<file path="src/rtl/seg_scan_rx.sv">
// Scanned 6-digit segment bus receiver: settles, decodes and reassembles frames.
// Optional enable-scan stall detection is built when SEG_SCAN_RX_TIMEOUT_EN is defined.
module seg_scan_rx #(
    parameter int SETTLE_CYC  = 4,
    parameter int TIMEOUT_CYC = 65535
) (
    input  logic        clk,
    input  logic        rst,
    input  logic [6:0]  i_seg,
    input  logic        i_seg_dp,
    input  logic [5:0]  i_seg_enb,
    output logic [23:0] o_digits,
    output logic [5:0]  o_dp,
    output logic        o_frame_valid,
    output logic        o_err,
    output logic        o_glitch,
    output logic        o_stall
);
    localparam int CW = $clog2(SETTLE_CYC + 1);
    localparam logic [CW-1:0] SETTLE_LAST = CW'(SETTLE_CYC);

    typedef enum logic [1:0] {IDLE, SETTLE, HOLD} state_t;

    state_t        state_reg, state_next;
    logic [CW-1:0] cnt_reg, cnt_next, cnt_inc;
    logic [2:0]    idx_reg, idx_next;
    logic [5:0]    mask_reg, mask_next;
    logic [23:0]   digits_reg;
    logic [5:0]    dp_reg;
    logic          valid_reg, err_reg, glitch_reg;

    logic [5:0]    enb_act, cap_bit;
    logic          seg_legal, capture, start_slot, frame_done;
    logic [2:0]    seg_idx;
    logic [3:0]    cap_code;
    logic [23:0]   shadow_digits;
    logic [5:0]    shadow_dp, slot_bad;

    function automatic logic [3:0] decode_seg(input logic [6:0] s);
        case (s)
            7'h7E:   return 4'h0;
            7'h30:   return 4'h1;
            7'h6D:   return 4'h2;
            7'h79:   return 4'h3;
            7'h33:   return 4'h4;
            7'h5B:   return 4'h5;
            7'h5F:   return 4'h6;
            7'h70:   return 4'h7;
            7'h7F:   return 4'h8;
            7'h7B:   return 4'h9;
            7'h00:   return 4'hE;
            default: return 4'hF;
        endcase
    endfunction

    // Exactly one enable low: the active-high view has a single bit set.
    always_comb begin
        enb_act   = ~i_seg_enb;
        seg_legal = (enb_act != 6'd0) && ((enb_act & (enb_act - 6'd1)) == 6'd0);
        seg_idx   = 3'd0;
        for (int k = 0; k < 6; k++) begin
            if (enb_act[k]) seg_idx = 3'(k);
        end
        cap_code = decode_seg(i_seg);
    end

    always_comb begin
        state_next = state_reg;
        cnt_next   = cnt_reg;
        idx_next   = idx_reg;
        capture    = 1'b0;
        start_slot = 1'b0;
        cnt_inc    = cnt_reg + CW'(1);
        case (state_reg)
            IDLE: begin
                if (seg_legal) start_slot = 1'b1;
            end
            SETTLE: begin
                if (!seg_legal) begin
                    state_next = IDLE;
                end else if (seg_idx == idx_reg) begin
                    cnt_next = cnt_inc;
                    if (cnt_inc == SETTLE_LAST) begin
                        capture    = 1'b1;
                        state_next = HOLD;
                    end
                end else begin
                    start_slot = 1'b1;
                end
            end
            HOLD: begin
                if (!seg_legal) state_next = IDLE;
                else if (seg_idx != idx_reg) start_slot = 1'b1;
            end
            default: state_next = IDLE;
        endcase
        // A newly selected digit starts its settle count at 1 and may capture at once.
        if (start_slot) begin
            idx_next = seg_idx;
            cnt_next = CW'(1);
            if (SETTLE_CYC <= 1) begin
                capture    = 1'b1;
                state_next = HOLD;
            end else begin
                state_next = SETTLE;
            end
        end
    end

    always_comb begin
        cap_bit    = capture ? (6'd1 << seg_idx) : 6'd0;
        frame_done = (mask_reg == 6'h3F);
        // A capture on the completing edge opens the next frame.
        mask_next  = frame_done ? cap_bit : (mask_reg | cap_bit);
    end

    genvar gi;
    generate
        for (gi = 0; gi < 6; gi++) begin : gen_slot
            logic [3:0] code_reg;
            logic       slot_dp_reg;
            always_ff @(posedge clk) begin
                if (rst) begin
                    code_reg    <= 4'h0;
                    slot_dp_reg <= 1'b0;
                end else if (capture && (seg_idx == 3'(gi))) begin
                    code_reg    <= cap_code;
                    slot_dp_reg <= i_seg_dp;
                end
            end
            assign shadow_digits[4*gi +: 4] = code_reg;
            assign shadow_dp[gi]            = slot_dp_reg;
            assign slot_bad[gi]             = (code_reg == 4'hF);
        end
    endgenerate

    always_ff @(posedge clk) begin
        if (rst) begin
            state_reg  <= IDLE;
            cnt_reg    <= '0;
            idx_reg    <= 3'd0;
            mask_reg   <= 6'd0;
            digits_reg <= 24'd0;
            dp_reg     <= 6'd0;
            valid_reg  <= 1'b0;
            err_reg    <= 1'b0;
            glitch_reg <= 1'b0;
        end else begin
            state_reg  <= state_next;
            cnt_reg    <= cnt_next;
            idx_reg    <= idx_next;
            mask_reg   <= mask_next;
            valid_reg  <= frame_done;
            glitch_reg <= glitch_reg | ~seg_legal;
            if (frame_done) begin
                digits_reg <= shadow_digits;
                dp_reg     <= shadow_dp;
                err_reg    <= |slot_bad;
            end
        end
    end

    assign o_digits      = digits_reg;
    assign o_dp          = dp_reg;
    assign o_frame_valid = valid_reg;
    assign o_err         = err_reg;
    assign o_glitch      = glitch_reg;

`ifdef SEG_SCAN_RX_TIMEOUT_EN
    localparam logic [15:0] STALL_LIMIT = 16'(TIMEOUT_CYC);
    logic [5:0]  prev_enb_reg;
    logic [15:0] idle_cnt_reg;

    always_ff @(posedge clk) begin
        if (rst) begin
            prev_enb_reg <= 6'd0;
            idle_cnt_reg <= 16'd0;
        end else begin
            prev_enb_reg <= i_seg_enb;
            if (i_seg_enb != prev_enb_reg)
                idle_cnt_reg <= 16'd0;
            else if (idle_cnt_reg != STALL_LIMIT)
                idle_cnt_reg <= idle_cnt_reg + 16'd1;
        end
    end

    assign o_stall = (idle_cnt_reg == STALL_LIMIT);
`else
    // No stall detection in this build; constant 0 for any legal TIMEOUT_CYC.
    assign o_stall = (TIMEOUT_CYC < 1);
`endif

endmodule

</file>
<file path="config.mk">
export PLATFORM = sky130hd
export DESIGN_NAME = seg_scan_rx
export DESIGN_NICKNAME = d
export VERILOG_FILES = /design/src/rtl/seg_scan_rx.sv
export SDC_FILE = /design/constraint.sdc
export NUM_CORES = 1
export LEC_CHECK = 0
export ABC_AREA = 1
export BUFFER_PORTS_ARGS = -buffer_cell sky130_fd_sc_hd__buf_2
export CAP_MARGIN = 20
export CELL_PAD_IN_SITES_DETAIL_PLACEMENT = 0
export CELL_PAD_IN_SITES_GLOBAL_PLACEMENT = 1
export CORE_ASPECT_RATIO = 1.75
export CORE_MARGIN = 2
export CORE_UTILIZATION = 43
export DETAILED_ROUTE_END_ITERATION = 7
export PLACE_DENSITY = 0.84
export SYNTH_ARGS = -nofsm -noshare
export SYNTH_HDL_FRONTEND = slang
export SYNTH_SLANG_ARGS = --single-unit
</file>
<file path="constraint.sdc">
create_clock -name clk -period 3.4 [get_ports clk]
set_input_delay 0.34 -clock clk [delete_from_list [all_inputs] [get_ports clk]]
set_output_delay 0.34 -clock clk [all_outputs]
set_load 0.05 [all_outputs]
</file>
==> results of run 1 <==
-- cell type report --
class                   instances  area [um^2]  area share [%]
clock buffers                  10          239            5.96
clock inverters                 6         62.6            1.56
inverters                      60          225            5.62
multi-input cells             332         1570            39.0
flip-flops and latches         77         1540            38.5
well taps                      90          113            2.81
repair buffers                 51          263            6.55
-- worst max-delay path: stages, from the launching register on --
cell and delay [ns]:
dfxtp_1 0.33, ha_1 0.21, xnor2_1 0.14, nor2_1 0.57
nand3_2 0.39, nand2_1 0.16, nand2_1 0.06, nor2_1 0.10
-- kinds of logic (layout without fill, tap and decap cells) --
logic type | Yosys count | after routing | share of synthesized area [%]
xor+xnor | 2 | 2 | 0.501
other cells | 1 | 1 | 0.107
compound gates | 86 | 86 | 12.4
simple gates | 237 | 237 | 29.6
fa+ha+maj | 6 | 6 | 2.15
buf+inv | 81 | 127 | 11.1
flops | 77 | 77 | 44.1
-- stage by stage --
step / cell area, um^2 / util (%)
2_1_floorplan: 3500 / -
3_3_place_gp: 3710 / 46.9
3_5_place_dp: 3710 / 46.9
4_1_cts: 4010 / 50.7
5_1_grt: 4010 / 50.7
6_report: 4010 / 50.7
-- layer usage --
| layer | GRT usage [%] | up-vias | share of wire [%] |
|---|---|---|---|
| met4 | 9.91 | 0 | 3.0 |
| met1 | 22.2 | 1376 | 43 |
| met2 | 33.0 | 52 | 51 |
| li1 | - | 1618 | - |
| met3 | 3.83 | 17 | 2.8 |
| met5 | 0 | - | 0 |
-- worst min path at each step --
stage	slack (ns)	start	end
finish	0.32	rst	o_glitch
global route	0.32	rst	o_frame_valid
CTS	0.31	rst	state_reg[0]
detailed placement	0.45	gen_slot[1].slot_dp_reg	o_dp[1]
global placement	0.45	o_glitch	o_glitch
floorplan	0.43	gen_slot[5].slot_dp_reg	o_dp[5]
-- cells in the final DEF, fill, tap and decap left out, drive strengths merged --
master and n:
bufinv 1, a21oi 48, conb 1, inv 59
o21ai 37, nor4 4, xor2 1, dfxtp 77
clkinvlp 3, xnor2 1, nand4 7, nor3 4
nand3b 2, clkinv 3, nand3 22, o21bai 1
nor2 84, buf 51, nand2 114, clkbuf 10
ha 6
-- power by group through the flow --
| stage | combinational, W | sequential, W | clock (W) |
|---|---|---|---|
| after detailed placement | 0.0000882 | 0.000927 | 0 |
| final | 0.0000882 | 0.000907 | 0.000961 |
| after floorplan | 0.0000604 | 0.000929 | 0 |
| after global routing | 0.0000990 | 0.000907 | 0.00101 |
| after CTS | 0.0000886 | 0.000907 | 0.000974 |
| after global placement | 0.0000879 | 0.000927 | 0 |
==> summary.md, run 1 <==
| Metric | Value |
|---|---|
| CP startpoint | cnt_reg[0] |
| GRT Residual Overflow | 0 |
| R2R Path Start | cnt_reg[0] |
| First-pass GRT wire length | 13.1 mm |
| Placed Cells | slightly above 600 |
| Total die area | 0.00890 mm^2 |
| Yosys top cell by area | dfxtp_1 |
| Pwr/cell area | ~490 mW/mm^2 |
| Routed vias/inst | 4.89 |
| Detailed Place HPWL | 5.67 mm |
| CP Class | flip-flop to flip-flop |
| Final ANT Viol Nets | 0 |
| PostCTS Resize Cnt | 0 |
| FILL cells | 796 |
| Sequential area share after synthesis | 44.1% |
| Top cells by count, synth | nand2_1 (110), nor2_1 (81), dfxtp_1 (77) |
| Layout Skew | 0.00561 ns |
| Hold Slack | 0.319 ns |
| Final cell count without fillers | around 630 |
| Status | finished, final reports clean |
| Core Rows | 43 |
| Post-synth cell types | 30 |
| PnR worst setup slack | 1.37 ns |
| RSZ-0062 raised after global routing | no |
| IO Port Bufs | 48 |
| Initial drt markers | 98 |
| RR Endpoint | gen_slot[3].code_reg[2] |
| Synth area leaders | dfxtp_1 (44%), nand2_1 (12%), nor2_1 (8.7%), a21oi_1 (6.9%), inv_1 (6.2%) |
| CTS Buf Count | 9 |
| Seq pwr share | a little under half |
| Top cell type's share of synthesized area | 44.1% |
| Startpoint Class | flip-flop |
| Share of cells above drive strength 1 | between 15 and 20% |
| Max Slew Vio Count | 0 |
| Final Critical Period | ~2.0 ns |
| All-Layer GR Usage | 19.2% |
| IO Pins | 50 |
| Hold Crit Class | input port to flip-flop |
| Clock transition at path regs | roughly 0.060 ns |
| Worst Path Arrival | about 2.3 ns |
| Postcts setup bufs | 0 |
| CTS tree | done |
| Initial Utilization | roughly 44% |
| Number of nets in the layout | 553 |
| Post-synth top flop | dfxtp_1 |
| Routability cong. | 0.790 |
| Clk pwr share | 49.1% |
| TritonCTS Sinks | 77 |
| Syn Area/Cell | 7.13 um^2 |
| LEAKAGE | 1.99 nW |
| Mapped Cells | 490 |
| Max transition margin | 50.7% |
| Final hold vios | 0 |
| Hold Path Depth | 2 |
| Initial antenna violation count | 0 |
| Cells on worst reg2reg path | 7 |
| Worst VDD drop | 0.290 mV |
| H-tree depth | 3 |
| Most common cell in the netlist | nand2_1 |
| NetSw | 0.000443 W |
| Post-synth EDFFs | 0 |
| Power share of the combinational group | between 4 and 5% |
| Final WL | 8.08 mm |
| Int Power | 0.00151 W |
| Clock latency on the worst-skew pair | 0.34 ns |
| FMAX | 493 MHz |
| Worst slew pin tran | 0.737 ns |
| Endpoint class of the critical path | flip-flop |
| Worst Path Required | between 3 and 4 ns |
| Post-synthesis instance area | roughly 0.0035 mm^2 |
| Root buffer cell | clkbuf_16 |
| Switching share of power | approximately 23% |
| CP max FO | 11 |
| R2R setup slack | 1.37 ns |
| Vias in the first global route | approximately 2.8k |
| Largest net degree at the start of global routing | 64 |
| Via Count | 3063 |
| Total core area | 0.00791 mm^2 |
| Hold buffers post-CTS | 0 |
| Area Growth Syn to Fin | 14.7% |
| First drt pass iteration count | 4 |
| Setup_tns | 0 ns |
| Final setup viols | 0 |
| Clock buffer depth | 2 |
| Ys async rst share | 0% |
| Setup WS pre-CTS | roughly 1.4 ns |
| Syn_nets | 512 |
| DRC viols | 0 |
| Max-Cap Viols | 0 |
| Final period utilization | ~60% |
| Post-synthesis register bit count | between 70 and 80 |
| DIE HEIGHT | 123 um |
| DR WL/cell | around 13 um |
| Crit path to | gen_slot[3].code_reg[2] |
| Die width | 72.2 um |
| Ant diodes | 0 |
| Power, Total | 0.00196 W |
| Synthesis Warnings | 0 |
No activity file was read; power rests on OpenSTA's default activity.
==> inputs of run 2 (changes only) <==
==> config.mk (replaced) <==
export PLATFORM = sky130hd
export DESIGN_NAME = seg_scan_rx
export DESIGN_NICKNAME = d
export VERILOG_FILES = /design/src/rtl/seg_scan_rx.sv
export SDC_FILE = /design/constraint.sdc
export NUM_CORES = 1
export LEC_CHECK = 0
export ABC_AREA = 0
export BUFFER_PORTS_ARGS = -buffer_cell sky130_fd_sc_hd__buf_2
export CAP_MARGIN = 20
export CELL_PAD_IN_SITES_DETAIL_PLACEMENT = 0
export CELL_PAD_IN_SITES_GLOBAL_PLACEMENT = 1
export CORE_ASPECT_RATIO = 1.75
export CORE_MARGIN = 2
export CORE_UTILIZATION = 42
export DETAILED_ROUTE_END_ITERATION = 7
export PLACE_DENSITY = 0.79
export SYNTH_ARGS = -nofsm -noshare
export SYNTH_HDL_FRONTEND = slang
export SYNTH_SLANG_ARGS = --single-unit
==> constraint.sdc (replaced) <==
create_clock -name clk -period 1.9 [get_ports clk]
set_input_delay 0.19 -clock clk [delete_from_list [all_inputs] [get_ports clk]]
set_output_delay 0.19 -clock clk [all_outputs]
set_load 0.05 [all_outputs]
==> run 2 against run 1 <==
Effect of this change: setup slack worse by 1.4 ns; sequential cell count did not move; clock power up 97%; core utilization is 4.2 points higher; clock skew is 0.00086 ns lower; final cell count is 8.9% lower; critical path type unchanged.
==> summary.md, run 2 <==
| Metric | Value |
|---|---|
| Final ANT Viol Nets | 0 (unchanged) |
| Placed Cells | 551 (-9.7%) |
| Top cells by count, synth | dfxtp_1 (77), nand2_1 (75), a21oi_1 (44) |
| Worst Path Arrival | 2.13 ns (-0.17 ns) |
| Synthesis Warnings | 0 (unchanged) |
| Yosys top cell by area | dfxtp_1 |
| Root buffer cell | clkbuf_16 |
| Largest net degree at the start of global routing | 31 (-52%) |
| Max-Cap Viols | 0 (unchanged) |
| Initial drt markers | 179 (+83%) |
| NetSw | 0.000788 W (+78%) |
| Endpoint class of the critical path | flip-flop |
| Met3 wire len | 265 um (+16%) |
| Clock transition at path regs | 0.06 ns (about the same) |
| Startpoint Class | flip-flop |
| GRT Residual Overflow | 0 (unchanged) |
| Mapped Cells | 402 (-18%) |
| Seq pwr share | 42.9% (-3.5 points) |
| Die width | 72.1 um (about the same) |
| TritonCTS Sinks | 77 (unchanged) |
| Hold buffers post-CTS | 0 (unchanged) |
| CP max stage cell | or3_4 |
| Post-synth EDFFs | 0 (unchanged) |
| Crit-path leading delay family | simple AND/OR/NAND/NOR gates |
| Detailed Place HPWL | 5.79 mm (+2.1%) |
| Ys async rst share | 0% (unchanged) |
| Worst path bufs/invs | 2 (+2) |
| CTS Buf Count | 9 (unchanged) |
| Clock latency on the worst-skew pair | 0.33 ns (about the same) |
| Post-synthesis instance area | 0.00341 mm^2 (-2.4%) |
| IO Pins | 50 (unchanged) |
| Initial Utilization | 43.1% (-1.1 points) |
| Fin util | 54.9% (+4.2 points) |
| Syn_nets | 424 (-17%) |
| Final Critical Period | 1.88 ns (-0.147 ns) |
| Max layer used | met4 |
| Wl on met1 | 3.40 mm (-2.4%) |
| Commonest non-fill, non-tap cells in the layout | nand2_1 (75), dfxtp_1 (75), buf_2 (48) |
| Total die area | 0.00889 mm^2 (about the same) |
| Worst Path Required | 2.15 ns (-1.52 ns) |
| CTS tree | done |
| Share of cells above drive strength 1 | 26.0% (+11 points) |
| LEAKAGE | 1.77 nW (-11%) |
| Clk pwr share | 49.6% (+0.5 points) |
| Final setup viols | 0 (unchanged) |
| Via Count | 2994 (-2.3%) |
| Vias in the first global route | 2826 (+0.86%) |
| Worst stage delay on the critical path | 0.37 ns (-0.20 ns) |
| Switching share of power | 20.7% (-1.9 points) |
| DR WL/cell | 13.8 um (+7.1%) |
| Synth area leaders | dfxtp_1 (45%), nand2_1 (8.3%), a21oi_1 (6.5%), nand3b_1 (4.2%), mux2i_1 (4.1%) |
| Core Rows | 43 (unchanged) |
| All-Layer GR Usage | 19.1% (-0.15 points) |
| Status | finished, final reports clean |
| Sequential area share after synthesis | 45.2% (+1.1 points) |
| Final WL | 7.88 mm (-2.5%) |
| Met2 wire length | 4.03 mm (-2.3%) |
| Post-synth cell types | 57 (+90%) |
| Power share of the combinational group | 7.5% (+3.0 points) |
| Pwr/cell area | 878 mW/mm^2 (+80%) |
| Top cell type's share of synthesized area | 45.2% (+1.1 points) |
| Routed vias/inst | 5.25 (+7.4%) |
| Final cell count without fillers | 570 (-8.9%) |
| Initial antenna violation count | 0 (unchanged) |
| Layout Skew | 0.00475 ns (-0.000865 ns) |
| Final hold vios | 0 (unchanged) |
| First drt pass iteration count | 5 (+1) |
| Hold Crit Class | input port to flip-flop |
| IO Port Bufs | 48 (unchanged) |
| Post-synthesis register bit count | 77 (unchanged) |
| Final period utilization | 99.0% (+39 points) |
| Int Power | 0.00302 W (+100%) |
| CP max FO | 6 (-5) |
| FMAX | 531 MHz (+7.8%) |
| Number of nets in the layout | 498 (-9.9%) |
| Clock buffer depth | 2 (unchanged) |
| Crit-path cells | inv_2 > ha_4 > or2b_1 > or3_4 > a21oi_4 > buf_4 > nor2_2 > a211oi_2 |
| Syn Area/Cell | 8.49 um^2 (+19%) |
| H-tree depth | 3 (unchanged) |
| Routability cong. | 0.854 (+8.1%) |
| RSZ-0062 raised after global routing | yes |
| Max Slew Vio Count | 0 (unchanged) |
| DRC viols | 0 (unchanged) |
| First-pass GRT wire length | 13.2 mm (+1.1%) |
| CP Class | flip-flop to flip-flop |
| Post-synth top flop | dfxtp_1 |
| Worst VDD drop | 0.689 mV (+140%) |
| Most common cell in the netlist | dfxtp_1 |
| Ant diodes | 0 (unchanged) |
| Total core area | 0.00791 mm^2 (unchanged) |
| DIE HEIGHT | 123 um (about the same) |
| Area Growth Syn to Fin | 27.2% |
[run 2: final timing paths]
kind                     start                       to  slack, ns  cells past startpoint
setup / recovery  state_reg[0]               idx_reg[0]       0.02                      8
hold / removal        i_seg_dp  gen_slot[1].slot_dp_reg       0.14                      3
setup reg to reg  state_reg[0]               idx_reg[0]       0.02                      8
hold reg to reg   o_digits[18]             o_digits[18]       0.45                      2
[run 2: cell families after synthesis]
logic type                 synth area share [%]
and+or+nand+nor                            27.0
buffers and inverters                      4.33
other                                     0.110
muxes                                      4.11
adders and majority gates                  2.49
xor gates and xnor gates                   1.03
DFF                                        45.2
AOI/OAI and AO/OA                          15.8
[run 2: power by group through the flow]
stage	combinational (W)	sequential [W]	clock [W]
after detailed placement	0.000261	0.00167	0
after global placement	0.000257	0.00167	0
after CTS	0.000266	0.00163	0.00193
after floorplan	0.000155	0.00167	0
after global routing	0.000311	0.00164	0.00201
final	0.000285	0.00163	0.00189
[run 2: tightest hold or removal path, stage by stage]
cell     delay [ns]
buf_2          0.10
mux2i_1        0.06
nor2_1         0.07
[run 2: layer usage]
layer	vias to the layer above	track usage (%)
met1	1375	22.4
li1	1549	-
met2	55	33.1
met3	15	4.07
met5	-	0
met4	0	8.02
[run 2: area by class of cell]
cell class | instances | area, um^2
fillers | 751 | 3570
multi-input cells | 293 | 1780
flip-flops and latches | 77 | 1540
repair buffers | 88 | 544
clock buffers | 10 | 229
well taps | 90 | 113
clock inverters | 5 | 100
inverters | 7 | 26.3
[run 2: stage by stage]
stage	setup WS [ns]	cell area (um^2)	hold slack (ns)	total power, W	TNS, ns
floorplan	0.0304	3410	0.334	0.00183	0
global placement	-0.0682	3920	0.432	0.00192	-0.882
detailed placement	-0.149	3920	0.444	0.00193	-2.74
CTS	-0.00280	4260	0.124	0.00383	-0.00280
global route	-0.0810	4340	0.164	0.00395	-0.271
finish	0.0182	4340	0.136	0.00381	0
[run 2: repair_timing]
action / 4_1_cts / 5_1_grt
pin swaps: 2 / 4
gates cloned: 0 / 0
endpoints found under the setup margin: 4 / 19
gates resized for setup: 4 / 8
buffers inserted: 1 / 3
==> inputs of run 3 (changes only) <==
--- a/config.mk
+++ b/config.mk
@@ -15,6 +15,7 @@
 export CORE_UTILIZATION = 42
 export DETAILED_ROUTE_END_ITERATION = 7
 export PLACE_DENSITY = 0.79
+export RECOVER_POWER = 25
 export SYNTH_ARGS = -nofsm -noshare
 export SYNTH_HDL_FRONTEND = slang
 export SYNTH_SLANG_ARGS = --single-unit
==> run 3 against run 2 <==
Effect of this change: sequential share of layout area is 0.27 points higher; largest cell class unchanged; clock power hardly changed; global-route usage unchanged; sequential cell count unchanged; sequential power about the same; maximum frequency grew 0.12%; die area did not move; critical path depth decreased by 1; design area fell by 0.75%; setup slack better by 0.0023 ns.
==> summary.md, run 3 (synthesized netlist as in run 2, its figures left out) <==
| Metric | Value |
|---|---|
| CP Class | flip-flop to flip-flop |
| Number of nets in the layout | 498 (unchanged) |
| Share of cells above drive strength 1 | 20.6% (-5.4 points) |
| CP max FO | 6 (unchanged) |
| IO Pins | 50 (unchanged) |
| Final hold vios | 0 (unchanged) |
| Startpoint Class | flip-flop |
| Area Growth Syn to Fin | 26.2% |
| Vias in the first global route | 2826 (unchanged) |
| Worst Path Arrival | 2.08 ns (-0.05 ns) |
| Int Power | 0.00302 W (about the same) |
| FILL cells | 765 (+1.9%) |
| Core Rows | 43 (unchanged) |
| Fin util | 54.5% (-0.41 points) |
| Via Count | 2999 (+0.17%) |
| Worst VDD drop | 0.690 mV (+0.19%) |
| Ant diodes | 0 (unchanged) |
| Initial Utilization | 43.1% (unchanged) |
| Hold Slack | 0.135 ns (-0.000435 ns) |
| Initial antenna violation count | 0 (unchanged) |
| Seq pwr share | 42.9% (about the same) |
| Post-route cell area | 0.00431 mm^2 (-0.75%) |
| Clock buffer depth | 2 (unchanged) |
| Largest net degree at the start of global routing | 31 (unchanged) |
| Clock latency on the worst-skew pair | 0.33 ns (about the same) |
| Root buffer cell | clkbuf_16 |
| Routed vias/inst | 5.26 (+0.17%) |
| DIE HEIGHT | 123 um (unchanged) |
| First drt pass iteration count | 4 (-1) |
| Total core area | 0.00791 mm^2 (unchanged) |
| RSZ-0062 raised after global routing | yes |
| DR WL/cell | 13.9 um (+0.43%) |
| FMAX | 532 MHz (+0.12%) |
| CTS Buf Count | 9 (unchanged) |
| Final Critical Period | 1.88 ns (-0.00229 ns) |
| Pwr/cell area | 884 mW/mm^2 (+0.73%) |
| Hold Crit Class | input port to flip-flop |
| Clock transition at path regs | 0.06 ns (about the same) |
| Switching share of power | 20.7% (about the same) |
| Layout Skew | 0.00475 ns (+0.000000640 ns) |
| Initial drt markers | 173 (-3.4%) |
| Final WL | 7.91 mm (+0.43%) |
| Total die area | 0.00889 mm^2 (unchanged) |
| Worst slew pin tran | 0.612 ns |
| Max Slew Vio Count | 0 (unchanged) |
| Placed cell area | 0.00392 mm^2 (unchanged) |
| H-tree depth | 3 (unchanged) |
| Power share of the combinational group | 7.5% (about the same) |
| DRC viols | 0 (unchanged) |
| GRT Residual Overflow | 0 (unchanged) |
| Power, Total | 0.00381 W (about the same) |
| CTS tree | done |
| Final setup viols | 0 (unchanged) |
| First-pass GRT wire length | 13.2 mm (unchanged) |
| Die width | 72.1 um (unchanged) |
| Hold buffers post-CTS | 0 (unchanged) |
| Commonest non-fill, non-tap cells in the layout | nand2_1 (75), dfxtp_1 (75), a21oi_1 (44) |
| Endpoint class of the critical path | flip-flop |
| Routability cong. | 0.854 (unchanged) |
| Final ANT Viol Nets | 0 (unchanged) |
| Max-Cap Viols | 0 (unchanged) |
| Worst Path Required | 2.10 ns (-0.05 ns) |
| All-Layer GR Usage | 19.1% (unchanged) |
| Max transition margin | 59.4% |
| Clk pwr share | 49.6% (about the same) |
| NetSw | 0.000788 W (about the same) |
| LEAKAGE | 1.66 nW (-6.4%) |
| Final period utilization | 98.9% (-0.12 points) |
| Detailed Place HPWL | 5.79 mm (unchanged) |
| Status | finished, final reports clean |
| IO Port Bufs | 48 (unchanged) |
| TritonCTS Sinks | 77 (unchanged) |
[run 3: changes by cell type in the layout (fill, tap and decap cells not counted)]
cell	change
buf_2	-26
clkbuf_1	+26
[run 3: repair_timing]
action                     CTS  global route
setup endpoints to repair    4            19
pin swaps                    2             4
hold endpoints to repair     0             0
gates resized for setup      4             8
buffers inserted             1             3
[run 3: critical path, stage by stage, from the launching register on]
cell and delay (ns):
dfxtp_2 0.34, inv_2 0.05, ha_4 0.24, or2b_1 0.25
or3_4 0.36, a21oi_4 0.24, mux2i_1 0.22, nor2_1 0.05
[run 3: final cells by class]
| type | count | area, um^2 | share of cell area (%) |
|---|---|---|---|
| multi-input cells | 293 | 1780 | 41.4 |
| flip-flops and latches | 77 | 1540 | 35.9 |
| repair buffers | 88 | 512 | 11.9 |
| clock buffers | 10 | 229 | 5.32 |
| well taps | 90 | 113 | 2.61 |
| clock inverters | 5 | 100 | 2.32 |
| inverters | 7 | 26.3 | 0.610 |
[run 3: worst paths after layout]
check	endpoint	cells past startpoint	slack, ns	startpoint
min reg2reg	o_digits[18]	2	0.45	o_digits[18]
max	idx_reg[1]	7	0.02	state_reg[0]
max reg2reg	idx_reg[1]	7	0.02	state_reg[0]
min	gen_slot[1].slot_dp_reg	3	0.14	i_seg_dp
[run 3: routing by layer]
metal | vias to the layer above | routed length, um | track usage [%]
met4 | 0 | 180 | 8.02
met3 | 15 | 276 | 4.07
met1 | 1388 | 3420 | 22.4
met5 | - | 0 | 0
li1 | 1550 | - | -
met2 | 46 | 4030 | 33.1
[run 3: power groups by stage]
stage	Clock (W)	Combinational [W]	Sequential [W]
finish	0.00189	0.000284	0.00163
global route	0.00201	0.000311	0.00164
global placement	0	0.000257	0.00167
detailed placement	0	0.000261	0.00167
floorplan	0	0.000155	0.00167
CTS	0.00193	0.000266	0.00163
[run 3: metrics by stage]
step / setup slack [ns] / TNS, ns / std cells
floorplan: 0.0304 / 0 / 402
global placement: -0.0682 / -0.882 / 551
detailed placement: -0.149 / -2.74 / 551
CTS: -0.00280 / -0.00280 / 567
global route: -0.0810 / -0.271 / 570
finish: 0.0205 / 0 / 570
